File: config.mk
export PLATFORM = sky130hd
export DESIGN_NAME = demux_buf
export DESIGN_NICKNAME = d
export VERILOG_FILES = /design/src/rtl/demux_buf.sv
export SDC_FILE = /design/constraint.sdc
export NUM_CORES = 1
export LEC_CHECK = 0
export BUFFER_PORTS_ARGS = -buffer_cell sky130_fd_sc_hd__buf_2
export CORE_MARGIN = 5
export CORE_UTILIZATION = 54
export DETAILED_ROUTE_END_ITERATION = 8
export PLACE_DENSITY_LB_ADDON = 0.1
export SLEW_MARGIN = 0
export SYNTH_ARGS = -nofsm -noshare
export SYNTH_HDL_FRONTEND = slang
export SYNTH_SLANG_ARGS = --single-unit
File: constraint.sdc
create_clock -name clk -period 3.6 [get_ports clk]
set_input_delay 0.54 -clock clk [delete_from_list [all_inputs] [get_ports clk]]
set_output_delay 0.54 -clock clk [all_outputs]
set_load 0.05 [all_outputs]
File: src/rtl/demux_buf.sv
// demux_buf: routes one input stream into two independent 2-entry FIFO channels.
// Optional per-channel accept counters are built when DEMUX_BUF_CNT_EN is defined.
module demux_buf #(
    parameter int width = 32,
    parameter int DEPTH = 2
) (
    input  logic             clk,
    input  logic             reset,
    input  logic [width-1:0] In,
    input  logic             Sel,
    input  logic             InValid,
    output logic             InReady,
    output logic [width-1:0] Out1,
    output logic [width-1:0] Out2,
    output logic             Valid1,
    output logic             Valid2,
    input  logic             Ready1,
    input  logic             Ready2,
    output logic [15:0]      Cnt1,
    output logic [15:0]      Cnt2
);

    logic [1:0]            push;
    logic [1:0]            pop;
    logic [1:0]            room;
    logic [1:0]            valid;
    logic [1:0]            ready;
    logic [1:0][width-1:0] head;
    logic [1:0][15:0]      acc;

    assign ready   = {Ready2, Ready1};
    // Backpressure looks only at the selected channel's occupancy, never at its consumer.
    assign InReady = Sel ? room[1] : room[0];

    assign Out1   = head[0];
    assign Out2   = head[1];
    assign Valid1 = valid[0];
    assign Valid2 = valid[1];
    assign Cnt1   = acc[0];
    assign Cnt2   = acc[1];

    for (genvar c = 0; c < 2; c++) begin : g_ch
        logic [width-1:0] mem [2];
        logic             wp;
        logic             rp;
        logic [1:0]       cnt;
        logic [15:0]      acc_q;

        assign room[c]  = (cnt != 2'(DEPTH));
        assign valid[c] = (cnt != 2'd0);
        assign head[c]  = mem[rp];
        assign push[c]  = InValid && InReady && (Sel == 1'(c));
        assign pop[c]   = valid[c] && ready[c];
        assign acc[c]   = acc_q;

        always_ff @(posedge clk) begin
            if (reset) begin
                // NOTE: storage is cleared too so the heads read 0 after reset, not stale data.
                mem[0] <= '0;
                mem[1] <= '0;
                wp     <= 1'b0;
                rp     <= 1'b0;
                cnt    <= 2'd0;
            end else begin
                if (push[c]) begin
                    mem[wp] <= In;
                    wp      <= ~wp;
                end
                if (pop[c]) begin
                    rp <= ~rp;
                end
                case ({push[c], pop[c]})
                    2'b10:   cnt <= cnt + 2'd1;
                    2'b01:   cnt <= cnt - 2'd1;
                    default: cnt <= cnt;
                endcase
            end
        end

`ifdef DEMUX_BUF_CNT_EN
        always_ff @(posedge clk) begin
            if (reset) begin
                acc_q <= '0;
            end else if (push[c]) begin
                acc_q <= acc_q + 16'd1;
            end
        end
`else
        assign acc_q = '0;
`endif
    end

endmodule

# After elaboration in Yosys (flattened, before gate mapping)
# Memories as Yosys holds them, arrays and structs flattened. A register that Yosys moved wholly into a read port is not among the register bits.
# Cells that the tools add are included.
# word_totals
register_bits	8
mem_bits_rw	128
in_bits	38
out_inout_bits	99
wordCells	55
mem_count	2
# classes
n_addsub	4
n_eq_ne	6
mux	21
bitwise	5
reduce_logical	11
# memory_table
name	depth	word_bits	rd	rd_clocked_by_memory_dff	wr	line_no	rtl
g_ch[0].mem	2	32	1	1	2	43	logic [width-1:0] mem [2];
g_ch[1].mem	2	32	1	1	2	43	
# ops
operator	count
two-way mux 32 bit	2
OR reduction 32 bit	2
two-way mux 1 bit	17
one-hot mux 2 bit (2 select lines)	2
nonzero test 2 bit	4
logical AND 1 bit	5
inverter 1 bit	5
adder 2 x 1 -> 2 bit (second input constant)	2
== test 2 x 1 -> 1 bit (second input constant)	2
== test 2 bit (second input constant)	2
!= test 2 bit (second input constant)	2
subtractor 2 x 1 -> 2 bit (second input constant)	2

# Longest topological paths before layout
# logic_depth
depth_word	9
depth_mapped	7
depth_no_buf	6

# Least setup slack after synthesis
# OpenSTA, ideal clock, no wires.
# synth_timing
kind	input to register
startpoint	input port Sel
endpoint	memory g_ch[0].mem[0][0], enable pin
setup_time_ns	0.428
t_arrival_ns	2.485
t_required_ns	3.172
path_slack_ns	0.688
cell_stages	4
n_path_buf	1
cell_sequence	buf_2 > nor2b_1 > nand2_1 > o21bai_1
# synth_rtl
item	line_no	rtl
start: declaration	10	input logic Sel,
end: declaration	43	

==> run_results.csv <==
group,metric,value,unit
die,rows,39,
global_routing,overflow,0,
logic_synthesis,yosys.area.top_type,"edfxtp_1",
finish,area_growth,17.66,%
logic_synthesis,synth_enable_flop_cells,128,
min_path,hp-start,"In[17]",
worst_setup_path,worstSetupStartpointType,"flip-flop",
sta,min_period,2.495,ns
sta,post-route-period-util,69.29,%
clocking,cts_tree,"built",
min_path,hold_path_end,"g_ch[1].mem[0][17]$_SDFFCE_PN0P_",
clocking,cts_buffer_depth,2,
clocking,cts_resized,0,
min_path,hp-class,"input pin to flip-flop",
sta,slew_viol_final,0,
detailed_routing,vias,3493,
global_routing,grt_pass1_vias,3744,
clocking,postCtsSetupBuffers,0,
die,io_pins,137,
sta,hold_viol_final,0,
sta,rsz0062_at_grt,"false",
die,start_util,55.04,%
finish,seq_area,4046,sq um
worst_setup_path,cp_max_fo,32,
clocking,insertion_delay,0.41,ns
clocking,cts.sinks,138,
logic_synthesis,synth-seq-cells,138,
logic_synthesis,syn-cell-area,6285,sq um
worst_setup_path,r2r_end,"g_ch[0].mem[1][16]$_SDFFCE_PN0P_",
power_and_ir_drop,ir_drop,418.5,uV
finish,n_fill_cell,871,
worst_setup_path,arrival,1.95,ns
logic_synthesis,syn_inst,430,
logic_synthesis,ys_types,33,
worst_setup_path,r2r-start,"g_ch[0].cnt[0]$_SDFFE_PP0P_",
clocking,clkTransAtPathRegs,0.06,ns
worst_setup_path,rr_worst_depth,4,
clocking,ctsHoldBuffers,0,
worst_setup_path,cp-end-kind,"output port",
power_and_ir_drop,fin_total_pwr,5.426,mW
status,status,"finished, final reports clean",
sta,fmax,0.4009,GHz
min_path,holdPathStages,2,
global_routing,grt_use_total,18.41,%
job,cap_violations,0,
logic_synthesis,yosys-top-cells-area,"edfxtp_1 61%, and2_1 13%, mux2_2 11%",
finish,final_nets,574,
die,die_w,117.9,microns
detailed_routing,drtIter0Drc,195,
global_routing,grt_max_degree,33,
placed_design,portBuffers,104,
detailed_routing,dr.pass1.iters,4,
finish,fin_util,64.76,%
clocking,cts-root-buf,"clkbuf_16",
sta,final-setup-viol-count,0,
logic_synthesis,yosysSeqAreaShare,64.34,%
global_routing,grt_pass1_wl,19860,microns
worst_setup_path,cp_slowest_cell,"dfxtp_2",
global_routing,antenna_found_initial,0,
logic_synthesis,synthArstFlopShare,0,%
die,die_area,13900,sq um
power_and_ir_drop,p_leak,3.086,nW
sta,worst_slew_pin_slew,1.011,ns
logic_synthesis,yosysWarnings,0,
detailed_routing,viasPerCell,5.062,
power_and_ir_drop,cellPowerDensity,733.8,nW/um^2
logic_synthesis,synthFlopType,"edfxtp_1",
logic_synthesis,synth.avg_cell_area,14.62,sq um
finish,drive_gt1_share,38.03,%
detailed_routing,route.detailed.drc,0,
placed_design,hpwl,7808,microns
clocking,numCtsBuffers,17,
clocking,htreeDepth,4,
die,die_h,117.9,microns
die,design.core.area,11420,sq um
sta,tns,0,ns
logic_synthesis,yosys-top-cells-count,"128 x and2_1, 128 x edfxtp_1, 60 x mux2_2",
finish,multiInputGateArea,2034,sq um
sta,slew_headroom,32.62,%
worst_setup_path,worst_path_largest_cell_delay,0.89,ns
detailed_routing,wl_per_cell,17.86,microns
worst_setup_path,rrSetupSlack,1.61,ns
sta,finClkSkew,0.006148,ns
logic_synthesis,netlist.area_leader.share,61.16,%
placed_design,gp_congestion,0.7331,
worst_setup_path,crit_path_cell_trace,"mux2_2 > buf_2",
detailed_routing,routed_wl,12330,microns
worst_setup_path,worst-endpoint-required,3.06,ns
worst_setup_path,critPathKind,"flip-flop to output port",
finish,diodes,0,
detailed_routing,ant_nets,0,
[metrics by stage]
step | std cells | worst slack [ns] | hold WS (ns) | cell area, sq um
2_1_floorplan | 461 | 0.6875 | 0.4809 | 6401
3_3_place_gp | 658 | 1.234 | 0.5032 | 6810
3_5_place_dp | 658 | 1.224 | 0.4986 | 6810
4_1_cts | 690 | 1.028 | 0.4247 | 7395
5_1_grt | 690 | 0.9743 | 0.4350 | 7395
6_report | 690 | 1.105 | 0.4355 | 7395
[power by group]
part	internal [mW]	leakage (nW)	switching [mW]
clock network	1.08	0.276	0.642
registers	1.93	1.42	0.174
logic	0.474	1.39	1.13
[cells by family after synthesis]
| kind of cell | share of synthesized area, % |
|---|---|
| multiplexers | 11.63 |
| adder cells (fa/ha/maj) | 0.3981 |
| other | 0.05967 |
| buffers and inverters | 5.515 |
| flip-flops | 64.34 |
| XOR/XNOR | 0.8361 |
| AND/OR/NAND/NOR | 15.89 |
| AO/OA/AOI/OAI | 1.334 |
[registers in the layout (all words and copies together) (netlist names), named ones only]
| register | flops |
|---|---|
| g_ch.mem | 128 |
| g_ch.cnt | 4 |
| g_ch.rp | 2 |
| g_ch.wp | 2 |
[worst max path at each step]
stage | startpoint | to | cells after the start
final | flip-flop | Out1[26] | 2
after global routing | flip-flop | Out1[26] | 2
after CTS | flip-flop | Out1[26] | 2
after detailed placement | reset | g_ch[0].mem[1][16]$_SDFFCE_PN0P_ | 5
after global placement | reset | g_ch[0].mem[1][17]$_SDFFCE_PN0P_ | 5
after floorplan | Sel | g_ch[0].mem[0][0]$_SDFFCE_PN0P_ | 4
[layer usage]
layer  GRT usage (%)  share of wire (%)  routed length [microns]  vias up
li1                -                  -                        -     1657
met1           22.50                 43                     5276     1736
met2           31.36                 51                     6313       91
met3           5.478                5.0                      618        9
met4           5.806               0.95                      117        0
met5               0                  0                        0        -
[critical path: cells and delay by family, from the launching register on]
family | cells | cell delay [ns]
DFF | 1 | 0.89
muxes | 1 | 0.43
buffers and inverters | 1 | 0.21
[area by class of cell]
type / instances / area share, %
clock buffers: 19 / 5.854
clock inverters: 13 / 2.047
multi-input cells: 269 / 27.51
flip-flops and latches: 138 / 54.72
well taps: 143 / 2.420
repair buffers: 108 / 7.445
[placed cells by master (no fill, tap or decap), drive strengths merged, types with 4 or more instances in the layout]
| cell type | synthesis | final |
|---|---|---|
| and2 | 128 | 128 |
| buf | 45 | 108 |
| clkbuf | 9 | 19 |
| clkinv | 0 | 6 |
| conb | 1 | 32 |
| dfxtp | 10 | 10 |
| edfxtp | 128 | 128 |
| mux2 | 64 | 64 |
| nor2 | 6 | 6 |
| nor2b | 5 | 5 |
| xnor2 | 4 | 4 |
Note: power is estimated with default switching activity, not from simulation.
